--- config.mk ---
export PLATFORM = sky130hd
export DESIGN_NAME = div_clock_monitor_flat
export DESIGN_NICKNAME = d
export VERILOG_FILES = /design/src/rtl/div_clock_monitor_pkg.sv /design/src/rtl/div_clock_monitor_if.sv /design/src/rtl/div_clock_monitor_edge_det.sv /design/src/rtl/div_clock_monitor.sv /design/src/flat_wrapper.sv
export SDC_FILE = /design/constraint.sdc
export NUM_CORES = 1
export LEC_CHECK = 0
export ABC_AREA = 1
export BUFFER_PORTS_ARGS = -buffer_cell sky130_fd_sc_hd__buf_2
export CORE_MARGIN = 2
export CORE_UTILIZATION = 51
export DETAILED_ROUTE_END_ITERATION = 10
export PLACE_DENSITY = 0.74
export SLEW_MARGIN = 40
export SYNTH_ARGS = -nofsm -noshare
export SYNTH_HDL_FRONTEND = slang
export SYNTH_SLANG_ARGS = --single-unit
--- constraint.sdc ---
create_clock -name clk -period 1.55 [get_ports clk]
set_input_delay 0.31 -clock clk [delete_from_list [all_inputs] [get_ports clk]]
set_output_delay 0.31 -clock clk [all_outputs]
set_load 0.02 [all_outputs]
--- src/rtl/div_clock_monitor_pkg.sv ---
// clkmon_pkg: shared types and helpers for the divided-clock monitors.
// Holds the FSM state enum, select codes and expected-period lookup.
package clkmon_pkg;

  typedef enum logic [1:0] {
    IDLE,
    ARM,
    LOCKED,
    STOPPED
  } state_t;

  localparam logic [1:0] SEL_DIV2 = 2'd0;
  localparam logic [1:0] SEL_DIV4 = 2'd1;
  localparam logic [1:0] SEL_DIV8 = 2'd2;
  localparam logic [1:0] SEL_OFF  = 2'd3;

  // Expected rise-to-rise period; 0 when the divider is held low.
  function automatic logic [3:0] exp_period(input logic [1:0] sel);
    logic [3:0] p;
    p = 4'd0;
    unique case (1'b1)
      sel == SEL_DIV2: p = 4'd2;
      sel == SEL_DIV4: p = 4'd4;
      sel == SEL_DIV8: p = 4'd8;
      default:         p = 4'd0;
    endcase
    return p;
  endfunction

endpackage

--- src/rtl/div_clock_monitor_if.sv ---
// div_clock_monitor_if: select/divider inputs and status outputs.
// master drives sel, div_in, err_clr; slave returns period and status.
interface div_clock_monitor_if #(
  parameter int CNT_W = 8
);
  logic [1:0]       sel;
  logic             div_in;
  logic             err_clr;
  logic [CNT_W-1:0] period;
  logic             meas_valid;
  logic             locked;
  logic             err;

  modport master (
    output sel, div_in, err_clr,
    input  period, meas_valid, locked, err
  );

  modport slave (
    input  sel, div_in, err_clr,
    output period, meas_valid, locked, err
  );
endinterface

--- src/rtl/div_clock_monitor_edge_det.sv ---
// clkmon_edge_det: registers d and flags a rising edge.
// Ports: clk, rst (sync, active high), d in, rise out (comb).
module clkmon_edge_det (
  input  logic clk,
  input  logic rst,
  input  logic d,
  output logic rise
);
  logic d_q;

  always_ff @(posedge clk) begin
    if (rst) d_q <= 1'b0;
    else     d_q <= d;
  end

  assign rise = d & ~d_q;
endmodule

--- src/rtl/div_clock_monitor.sv ---
// div_clock_monitor: checks divider output period against sel.
// Ports: clk, rst (sync, active high), bus (slave: sel/div_in/err_clr in,
//   period/meas_valid/locked/err out).
module div_clock_monitor
  import clkmon_pkg::*;
#(
  parameter int CNT_W  = 8,
  parameter int LOCK_N = 4
) (
  input logic              clk,
  input logic              rst,
  div_clock_monitor_if.slave bus
);
  localparam int MW = $clog2(LOCK_N + 1);
  localparam logic [MW-1:0] MCNT_LOCK = MW'(LOCK_N);

  state_t state, state_d;

  logic             rise;
  logic [1:0]       sel_q;
  logic [CNT_W-1:0] cnt, cnt_d, exp_c;
  logic [CNT_W-1:0] period_q, period_d;
  logic [MW-1:0]    mcnt, mcnt_d, mcnt_inc;
  logic             mv_q, mv_d;
  logic             lock_q, lock_d;
  logic             err_q, err_d, err_set;
  logic             sel_chg, match, tmo;

  clkmon_edge_det u_edge (
    .clk  (clk),
    .rst  (rst),
    .d    (bus.div_in),
    .rise (rise)
  );

  assign exp_c    = CNT_W'(exp_period(bus.sel));
  assign sel_chg  = bus.sel != sel_q;
  assign match    = rise && (cnt == exp_c);
  // A due edge that did not arrive: fires one cycle after it was expected.
  assign tmo      = !rise && (cnt == exp_c);
  assign mcnt_inc = mcnt + 1'b1;
  assign cnt_d    = rise ? CNT_W'(1) : (&cnt ? cnt : cnt + 1'b1);

  always_ff @(posedge clk) begin
    if (rst) begin
      state    <= IDLE;
      sel_q    <= 2'd0;
      cnt      <= '0;
      mcnt     <= '0;
      period_q <= '0;
      mv_q     <= 1'b0;
      lock_q   <= 1'b0;
      err_q    <= 1'b0;
    end else begin
      state    <= state_d;
      sel_q    <= bus.sel;
      cnt      <= cnt_d;
      mcnt     <= mcnt_d;
      period_q <= period_d;
      mv_q     <= mv_d;
      lock_q   <= lock_d;
      err_q    <= err_d;
    end
  end

  always_comb begin
    state_d = state;
    if (sel_chg) begin
      state_d = (bus.sel == SEL_OFF) ? STOPPED : IDLE;
    end else begin
      unique case (1'b1)
        state == IDLE: begin
          if (rise) state_d = ARM;
        end
        state == ARM: begin
          if (match && mcnt_inc == MCNT_LOCK) state_d = LOCKED;
          else if (tmo)                       state_d = IDLE;
        end
        state == LOCKED: begin
          if (rise && !match) state_d = ARM;
          else if (tmo)       state_d = IDLE;
        end
        default: state_d = state;
      endcase
    end
  end

  always_comb begin
    mcnt_d   = mcnt;
    period_d = period_q;
    mv_d     = 1'b0;
    lock_d   = lock_q;
    err_set  = 1'b0;
    if (sel_chg) begin
      mcnt_d = '0;
      lock_d = 1'b0;
    end else begin
      unique case (1'b1)
        state == IDLE: begin
          lock_d = 1'b0;
        end
        state == ARM: begin
          if (rise) begin
            period_d = cnt;
            mv_d     = 1'b1;
            mcnt_d   = match ? mcnt_inc : '0;
            lock_d   = match && (mcnt_inc == MCNT_LOCK);
          end else if (tmo) begin
            mcnt_d = '0;
            lock_d = 1'b0;
          end
        end
        state == LOCKED: begin
          if (rise) begin
            period_d = cnt;
            mv_d     = 1'b1;
            if (!match) begin
              err_set = 1'b1;
              lock_d  = 1'b0;
              mcnt_d  = '0;
            end
          end else if (tmo) begin
            err_set = 1'b1;
            lock_d  = 1'b0;
            mcnt_d  = '0;
          end
        end
        default: begin
          lock_d  = 1'b0;
          err_set = rise;
        end
      endcase
    end
    // Set beats clear when both land in the same cycle.
    err_d = err_set | (err_q & ~bus.err_clr);
  end

  assign bus.period     = period_q;
  assign bus.meas_valid = mv_q;
  assign bus.locked     = lock_q;
  assign bus.err        = err_q;
endmodule

--- src/flat_wrapper.sv ---
// flat-port wrapper written by rule: the top's interface ports become plain ports
module div_clock_monitor_flat import clkmon_pkg::*;
#(
  parameter int CNT_W  = 8,
  parameter int LOCK_N = 4
)
  (clk, rst, bus_sel, bus_div_in, bus_err_clr, bus_period, bus_meas_valid, bus_locked, bus_err);
  div_clock_monitor_if #(.CNT_W(CNT_W)) bus_i ();
  input logic clk;
  input logic rst;
  input wire logic [$bits(bus_i.sel)-1:0] bus_sel;
  input wire logic [$bits(bus_i.div_in)-1:0] bus_div_in;
  input wire logic [$bits(bus_i.err_clr)-1:0] bus_err_clr;
  output wire logic [$bits(bus_i.period)-1:0] bus_period;
  output wire logic [$bits(bus_i.meas_valid)-1:0] bus_meas_valid;
  output wire logic [$bits(bus_i.locked)-1:0] bus_locked;
  output wire logic [$bits(bus_i.err)-1:0] bus_err;
  assign bus_i.sel = bus_sel;
  assign bus_i.div_in = bus_div_in;
  assign bus_i.err_clr = bus_err_clr;
  assign bus_period = bus_i.period;
  assign bus_meas_valid = bus_i.meas_valid;
  assign bus_locked = bus_i.locked;
  assign bus_err = bus_i.err;
  div_clock_monitor #(.CNT_W(CNT_W), .LOCK_N(LOCK_N)) u_core (.clk(clk), .rst(rst), .bus(bus_i));
endmodule
==> results of run 1 <==
routing by layer:
metal  up-vias  global-route usage, %
met2        20                  34.15
met3         2                  2.041
li1        728                      -
met5         -                      0
met4         0                  5.980
met1       614                  22.66
layout make-up:
type	instances	area (µm²)
clock buffer	3	22.52
clock inverter	1	7.507
fill	234	917.1
inverter	24	95.09
multi-input combinational	147	832.0
sequential	27	553.0
tap	31	38.79
timing repair buffer	41	267.8
power by group through the flow:
stage | Sequential, mW | Combinational, mW | Clock, mW
after floorplan | 0.744 | 0.177 | 0
after global placement | 0.737 | 0.280 | 0
after detailed placement | 0.737 | 0.285 | 0
after CTS | 0.722 | 0.286 | 0.325
after global routing | 0.725 | 0.335 | 0.356
final | 0.723 | 0.302 | 0.314
cells in the final DEF (no fill, tap or decap), types with 2 or more instances in the layout:
cell,instances
buf_4,25
buf_2,16
inv_4,2
ha_1,9
inv_2,5
nor2_4,3
xor2_1,2
inv_1,17
o21ai_0,3
nor2_2,5
dfxtp_2,7
a21oi_1,18
clkbuf_4,3
nand3_1,12
nor2_1,23
nand2_2,4
a21oi_2,2
nand2_1,44
dfxtp_1,19
o21ai_1,6
xnor2_1,2
nand4_1,3
repair_timing:
action                                  CTS  global route
gates resized for setup                   0            23
setup buffers                             0             4
endpoints found under the setup margin    0            15
critical path: stages (launching register included):
cell	delay (ps)
dfxtp_4	380
nor2_2	90
nand3b_1	130
nor2_4	140
nand2_4	70
inv_4	60
ha_4	110
and3_4	190
nor2_2	30
nor2_1	100
o21ai_1	80
inv_1	50
per-stage QoR:
stage          std cells  power (mW)
2_1_floorplan        202      0.9203
3_3_place_gp         266       1.017
3_5_place_dp         266       1.022
4_1_cts              270       1.333
5_1_grt              274       1.416
6_report             274       1.339
logic make-up after synthesis:
| kind of cell | synth area share, % |
|---|---|
| AOI/OAI and AO/OA | 12.45 |
| xor gates and xnor gates | 2.420 |
| adders and majority gates | 8.643 |
| buffers and inverters | 7.346 |
| DFF | 37.34 |
| and+or+nand+nor | 31.81 |
flip-flops by register name, summed over array words and instances (netlist names):
| name | cells |
|---|---|
| u_core.bus.err | 1 |
| u_core.state | 2 |
| u_core.mcnt | 3 |
| u_core.sel_q | 2 |
| u_core.bus.period | 8 |
| u_core.bus.meas_valid | 1 |
| u_core.bus.locked | 1 |
| u_core.cnt | 8 |
| u_core.u_edge.d_q | 1 |
cell usage after synthesis, types with 3 or more instances:
cell type	n	share of area, %
ha_1	10	8.6
dfxtp_1	27	37
o21ai_1	5	1.7
nand3_1	12	4.1
nor2_1	26	6.7
o21ai_0	5	1.7
clkbuf_1	3	0.78
nand2_2	3	1.3
nand4_1	3	1.3
inv_1	19	4.9
inv_2	5	1.3
nor2_4	3	2.3
nand2_1	45	12
a21oi_1	18	6.2
path summary, 6_finish.rpt:
path                   startpoint                   end  slack (ps)
min reg2reg  u_core.bus.period[4]  u_core.bus.period[4]         470
max reg2reg         u_core.cnt[7]        u_core.mcnt[0]          70
min                    bus_div_in     u_core.u_edge.d_q         190
max                 u_core.cnt[7]        u_core.mcnt[0]          70
==> results.yml, run 1 <==
global_routing:
  grt_usage_pct: 18.63
  grt_max_degree: 17
  gr-total-overflow: 0
  grt_pass1_vias: 1227
  grt_antenna_before_repair: 0
  grt_pass1_wl_mm: 4.892
timing:
  fin_skew_ps: 7.791
  whs_ps: 192.0
  drv_slew: 0
  finalCritPeriodShare_pct: 95.61
  worst_slack_ps: 68.08
  rsz0062_at_grt: "yes"
  layout_min_cycle_time_ps: 1482
  setup_tns_ps: 0
  max_slew_margin_pct: 82.43
  hold_violations: 0
  fmax_mhz: 674.8
  finalSetupViolCount: 0
  tightest_slew_ps: 263.3
placed_design:
  placed_area_um2: 1708
  dp_slack_ps: -108.7
  place_hpwl_mm: 2.229
  gp_congestion: 0.8503
  port_buffers: 16
clock_network:
  clock-sinks: 27
  cts_made_buffers: 3
  cts_hold_buf: 0
  clk_pin_slew_worst_paths_ps: 160
  cts_htree_levels: 1
  clockRootBuffer: "clkbuf_4"
  cts_buffer_depth: 2
  clk_latency_ps: 320
  cts_tree: "yes"
layout:
  fin_area_um2: 1817
  drive_gt1_share_pct: 32.92
  fin_util_pct: 66.45
  antennaDiodeCount: 0
  syn2layout_area_growth_pct: 25.50
  nNetsFinal: 260
route:
  via_per_inst: 4.978
  postRouteAntennaNets: 0
  post_drt_wl_per_cell_um: 10.71
  met2_length_mm: 1.495
  wl_met1_mm: 1.365
  drcViolationCount: 0
  drt_iter0_markers: 42
  topRoutingLayerUsed: "met4"
  wl_met3_um: 54
  firstDrtPassIters: 4
  vias: 1364
  wl_mm: 2.934
power_and_ir_drop:
  combPwrFrac_pct: 22.6
  switching_share_pct: 30.21
  power_frac_clock_pct: 23.5
  seqPwrFrac_pct: 54.0
  cellLeakagePower_nw: 0.8478
  p_int_uw: 934.8
  switching_power_uw: 404.6
  power.density_nw_per_um2: 737.2
  vdd_ir_drop_max_uv: 680.6
floorplan:
  die_h_um: 57.28
  start_util_pct: 52.95
  die_area_um2: 3280
  io-pin-count: 17
  core_area_um2: 2734
  rows: 19
  die_w_um: 57.28
synth:
  yosys_warnings: 0
  syn_nets: 218
  synth_seq_area_share_pct: 37.34
  synth_ff_type: "dfxtp_1"
  synthArstFlopShare_pct: 0
  synth.distinct_cells: 28
  synth_area_um2: 1448
  syn_avg_cell_area_um2: 7.167
  synth_seq_cells: 27
  synth_edf_count: 0
  synthCells: 202
setup_path:
  critPathLaunchType: "flop"
  critPathMaxFanout: 3
  worstSetupEndpointType: "flop"
  worstPathRequired_ps: 1840
  worst_r2r_path_depth: 11
  worstSetupPathType: "reg -> reg"
  critPathArrivalTime_ps: 1770
hold_path:
  hold_class: "in -> reg"
  holdPathStages: 3
run_status:
  status: "finished clean"
run:
  max_cap_viol_count: 0
No activity file was read; power rests on OpenSTA's default activity.
==> run 2, diff against run 1 <==
--- a/config.mk
+++ b/config.mk
@@ -8,9 +8,11 @@
 export ABC_AREA = 1
 export BUFFER_PORTS_ARGS = -buffer_cell sky130_fd_sc_hd__buf_2
 export CORE_MARGIN = 2
-export CORE_UTILIZATION = 51
+export CORE_UTILIZATION = 54
+export CTS_BUF_LIST = sky130_fd_sc_hd__clkbuf_8
 export DETAILED_ROUTE_END_ITERATION = 10
-export PLACE_DENSITY = 0.74
+export PLACE_DENSITY = 0.78
+export REMOVE_ABC_BUFFERS = 1
 export SLEW_MARGIN = 40
 export SYNTH_ARGS = -nofsm -noshare
 export SYNTH_HDL_FRONTEND = slang
==> run 2 against run 1 <==
- utilization increased by 7.0 points
- final area increased by 1.1%
- clock skew increased by 1.4 ps
- worst hold slack improved by 60 ps
- fmax decreased by 2.4%
- routed wire length increased by 15%
- critical path depth decreased by 3
- flip-flop and latch count unchanged
- clock power increased by 30%
- critical endpoint is now u_core.bus.err
==> results.yml, run 2 (same netlist as run 1, synthesis figures left out) <==
setup_path:
  worst_path_dominant_cell_family: "simple AND/OR/NAND/NOR gates"
  critPathBufInv: 0
  cp_cell_sequence: "nor2_1, nand3b_1, nor2_4, nand2_4, ha_1, nor2_2, o211ai_1, a21oi_1"
  worstSetupEndpointType: "flop"
  cp_slowest_cell: "dfxtp_4"
  cp_slowest_stage_delay_ps: 370
  r2r_slack_ps: 30
  critPathLaunchType: "flop"
  critPathArrivalTime_ps: 1680
  worstSetupPathType: "reg -> reg"
  critPathMaxFanout: 4
  worstPathRequired_ps: 1710
global_routing:
  grt_max_degree: 17
  grt_pass1_vias: 1369
  grt_pass1_wl_mm: 5.664
  gr-total-overflow: 0
  grt_antenna_before_repair: 0
  grt_usage_pct: 22.71
layout:
  fin_cells: 273
  antennaDiodeCount: 0
  mostFrequentLayoutCells: "nand2_1 (43), nor2_1 (24), buf_4 (23), dfxtp_1 (21), inv_1 (18)"
  nNetsFinal: 260
  drive_gt1_share_pct: 32.10
  syn2layout_area_growth_pct: 26.88
  n_fill_cell: 193
  final_common_cell: "nand2_1"
power_and_ir_drop:
  cellLeakagePower_nw: 0.8511
  total_power_mw: 1.443
  vdd_ir_drop_max_uv: 767.5
  power.density_nw_per_um2: 785.6
placed_design:
  dp.cells: 262
  dp_slack_ps: -86.25
  gp_congestion: 0.9336
  port_buffers: 16
  place_hpwl_mm: 2.506
clock_network:
  cts_made_buffers: 3
  cts_htree_levels: 1
  clk_pin_slew_worst_paths_ps: 100
  clockRootBuffer: "clkbuf_8"
  cts_tree: "yes"
  clk_latency_ps: 280
  clock-sinks: 27
  cts_buffer_depth: 2
floorplan:
  start_util_pct: 57.91
  die_w_um: 55.78
  core_area_um2: 2500
  die_h_um: 55.78
  io-pin-count: 17
  rows: 18
  die_area_um2: 3111
route:
  post_drt_wl_per_cell_um: 12.33
  postRouteAntennaNets: 0
  via_per_inst: 5.183
  drt_iter0_markers: 47
  vias: 1415
  drcViolationCount: 0
  firstDrtPassIters: 5
  wl_mm: 3.366
timing:
  tightest_slew_ps: 295.7
  fmax_mhz: 658.8
  worst_slack_ps: 32.15
  finalSetupViolCount: 0
  layout_min_cycle_time_ps: 1518
  max_slew_margin_pct: 80.29
  setup_tns_ps: 0
  fin_skew_ps: 9.185
  rsz0062_at_grt: "yes"
  hold_violations: 0
  finalCritPeriodShare_pct: 97.93
  drv_slew: 0
hold_path:
  hold_class: "in -> reg"
run:
  max_cap_viol_count: 0
run_status:
  status: "finished clean"
run 2: cell types whose count changed in the layout (fill, tap and decap cells not counted), moves of 2 or more:
cell | before | now
dfxtp_1 | 19 | 21
clkbuf_8 | 0 | 3
buf_6 | 0 | 2
nor2_2 | 5 | 3
clkbuf_4 | 3 | 0
dfxtp_2 | 7 | 5
buf_4 | 25 | 23
run 2: per-layer routing:
layer	GRT usage [%]	vias to the layer above	part of all wire, %
li1	-	727	-
met1	24.75	646	42
met2	41.50	34	53
met3	4.186	8	3.1
met4	11.50	0	2.3
met5	0	-	0
run 2: what timing repair did:
action                     4_1_cts  5_1_grt
cloned                           0        0
setup endpoints to repair        1       19
pin swaps                        0       10
buffers inserted                 0        7
hold buffers                     0        0
resized for setup                1       21
run 2: cell type report:
| class | instances | area, µm² | area share, % |
|---|---|---|---|
| sequential | 27 | 550.5 | 29.97 |
| inverter | 24 | 92.59 | 5.041 |
| timing repair buffer | 41 | 275.3 | 14.99 |
| clock buffer | 3 | 41.29 | 2.248 |
| clock inverter | 1 | 7.507 | 0.4087 |
| multi-input combinational | 147 | 832.0 | 45.30 |
| tap | 30 | 37.54 | 2.044 |
run 2: through the flow:
step	util, %	instance area, µm²	hold WS, ps
final	73.47	1837	251.7
after global routing	73.47	1837	245.1
after CTS	69.37	1734	239.6
after detailed placement	67.37	1684	452.4
after global placement	67.37	1684	448.8
after floorplan	-	1431	379.1
run 2: path summary, 6_finish.rpt:
| check | cells past startpoint | endpoint | from |
|---|---|---|---|
| setup / recovery | 8 | u_core.bus.err | u_core.cnt[0] |
| hold / removal | 3 | u_core.u_edge.d_q | bus_div_in |
| setup reg to reg | 8 | u_core.bus.err | u_core.cnt[0] |
| hold reg to reg | 2 | u_core.bus.period[5] | u_core.bus.period[5] |
run 2: worst reg2reg max path, cell delays in order, from the launching register on:
cell and delay (ps):
dfxtp_4 370, nor2_1 100, nand3b_1 130, nor2_4 140
nand2_4 70, ha_1 290, nor2_2 40, o211ai_1 170
a21oi_1 90
run 2: report_power, final:
part	total, mW	switching, mW	internal (mW)
clock	0.409	0.226	0.183
combinational	0.311	0.187	0.124
sequential	0.724	0.0116	0.712
total	1.44	0.425	1.02
==> run 3, diff against run 2 <==
--- a/config.mk
+++ b/config.mk
@@ -7,11 +7,9 @@
 export LEC_CHECK = 0
 export ABC_AREA = 1
 export BUFFER_PORTS_ARGS = -buffer_cell sky130_fd_sc_hd__buf_2
-export CORE_MARGIN = 2
-export CORE_UTILIZATION = 54
-export CTS_BUF_LIST = sky130_fd_sc_hd__clkbuf_8
+export CORE_UTILIZATION = 51
 export DETAILED_ROUTE_END_ITERATION = 10
-export PLACE_DENSITY = 0.78
+export PLACE_DENSITY = 0.74
 export REMOVE_ABC_BUFFERS = 1
 export SLEW_MARGIN = 40
 export SYNTH_ARGS = -nofsm -noshare
==> run 3 against run 2 <==
- clock power is 24% lower
- combinational power rose by 3%
- first-iteration DRC count rose by 55%
- via count shrank 0.42%
- non-clock buffer count increased by 3
- critical path depth is 1 higher
- register-to-register slack got worse by 30 ps
- worst setup slack got worse by 29 ps
- sequential share of layout area is 0.39 points lower
==> results.yml, run 3 (same netlist as run 1, synthesis figures left out) <==
run_status:
  status: "finished clean"
setup_path:
  worstPathRequired_ps: 1770
  worstReg2RegStart: "u_core.cnt[0]"
  cp_slowest_stage_delay_ps: 400
  crit_path_start: "u_core.cnt[0]"
  critPathArrivalTime_ps: 1770
  critical_path_depth: 9
  r2r-end: "u_core.cnt[0]"
  worstSetupEndpointType: "flop"
  cpMostUsedCell: "nor2_1"
  critPathBufInv: 2
  cp_slowest_cell: "dfxtp_4"
  cp_cell_sequence: "buf_4, ha_2, nand4_1, nor2_2, nand2_1, inv_2, nor2_1, nor2_1, a21oi_1"
  critPathMaxFanout: 7
  r2r_slack_ps: 3
  critPathLaunchType: "flop"
  cp-endpoint: "u_core.cnt[0]"
  worstSetupPathType: "reg -> reg"
  worst_r2r_path_depth: 9
  worst_path_dominant_cell_family: "simple AND/OR/NAND/NOR gates"
clock_network:
  cts_made_buffers: 3
  cts_htree_levels: 1
  cts_buffer_depth: 2
  clk_latency_ps: 330
  clk_pin_slew_worst_paths_ps: 150
  cts_tree: "yes"
  cts_hold_buf: 0
  clock-sinks: 27
  clockRootBuffer: "clkbuf_4"
route:
  post_drt_wl_per_cell_um: 11.75
  wl_mm: 3.242
  drcViolationCount: 0
  vias: 1409
  drt_iter0_markers: 73
  firstDrtPassIters: 4
  via_per_inst: 5.105
  postRouteAntennaNets: 0
floorplan:
  core_area_um2: 2567
  io-pin-count: 17
  start_util_pct: 56.38
  die_h_um: 55.28
  rows: 18
  die_area_um2: 3055
  die_w_um: 55.28
layout:
  antennaDiodeCount: 0
  drive_gt1_share_pct: 32.11
  fin_util_pct: 71.98
  nNetsFinal: 263
  mostFrequentLayoutCells: "nand2_1 (44), buf_4 (27), nor2_1 (24), dfxtp_1 (24)"
  syn2layout_area_growth_pct: 27.66
  final_common_cell: "nand2_1"
power_and_ir_drop:
  vdd_ir_drop_max_uv: 515.8
  power.density_nw_per_um2: 732.7
  cellLeakagePower_nw: 0.8644
placed_design:
  port_buffers: 16
  gp_congestion: 0.8546
  place_hpwl_mm: 2.428
timing:
  fin_skew_ps: 3.078
  hold_violations: 0
  whs_ps: 186.9
  max_slew_margin_pct: 79.49
  fmax_mhz: 646.4
  layout_min_cycle_time_ps: 1547
  finalSetupViolCount: 0
  drv_slew: 0
  rsz0062_at_grt: "yes"
  tightest_slew_ps: 306.5
  finalCritPeriodShare_pct: 99.81
global_routing:
  grt_usage_pct: 21.17
  grt_pass1_wl_mm: 5.409
  grt_max_degree: 17
  grt_antenna_before_repair: 0
  grt_pass1_vias: 1349
  gr-total-overflow: 0
hold_path:
  hold_class: "in -> reg"
run:
  max_cap_viol_count: 0
## run 3: cell types whose count changed in the layout (fill, tap and decap cells not counted), sizes merged
cell / change
clkinvlp: -1
clkinv: +1
buf: +3
## run 3: power by group
group          internal [mW]  total (mW)  switching (mW)
Clock                 0.0969       0.310           0.213
Combinational          0.136       0.321           0.185
Sequential             0.712       0.723          0.0111
Total                  0.945        1.35           0.409
## run 3: how the worst min path moves through the flow
| stage | depth (start not counted) | from | to | slack (ps) |
|---|---|---|---|---|
| after global placement | 2 | u_core.bus.err | u_core.bus.err | 450 |
| after detailed placement | 2 | u_core.bus.period[1] | u_core.bus.period[1] | 450 |
| after global routing | 3 | bus_div_in | u_core.u_edge.d_q | 190 |
| after floorplan | 1 | rst | u_core.bus.err | 380 |
| after CTS | 3 | bus_div_in | u_core.u_edge.d_q | 180 |
| final | 3 | bus_div_in | u_core.u_edge.d_q | 190 |
## run 3: cell type report
type                    count  area, µm²
multi-input cells         147      840.8
fillers                   202      719.4
flip-flops and latches     27      546.8
repair buffers             44      302.8
inverters                  24      92.59
well taps                  30      37.54
clock buffers               3      22.52
clock inverters             1      5.005
## run 3: per-layer routing
metal,vias to the layer above,track usage [%],routed length (µm)
li1,732,-,-
met5,-,0,0
met2,31,39.76,1702
met3,2,4.215,110
met1,644,23.75,1419
met4,0,6.429,10
## run 3: tightest hold or removal path, stage by stage
cell	delay (ps)
buf_2	100
inv_2	50
nor2_1	30
## run 3: timing repair
action / CTS / global route
pin swaps: 1 / 8
endpoints found under the setup margin: 1 / 8
gates resized for setup: 1 / 19
setup buffers: 0 / 6
## run 3: metrics by stage
stage               cells  total power [mW]  setup WS (ps)  area (µm²)  TNS [ps]
finish                276             1.354          2.938        1848         0
global route          276             1.436         -84.68        1848    -338.4
CTS                   270             1.339          9.003        1755         0
detailed placement    266             1.031         -79.06        1727    -126.0
global placement      266             1.020         -32.62        1727    -32.62
floorplan             198            0.9136          38.79        1431         0
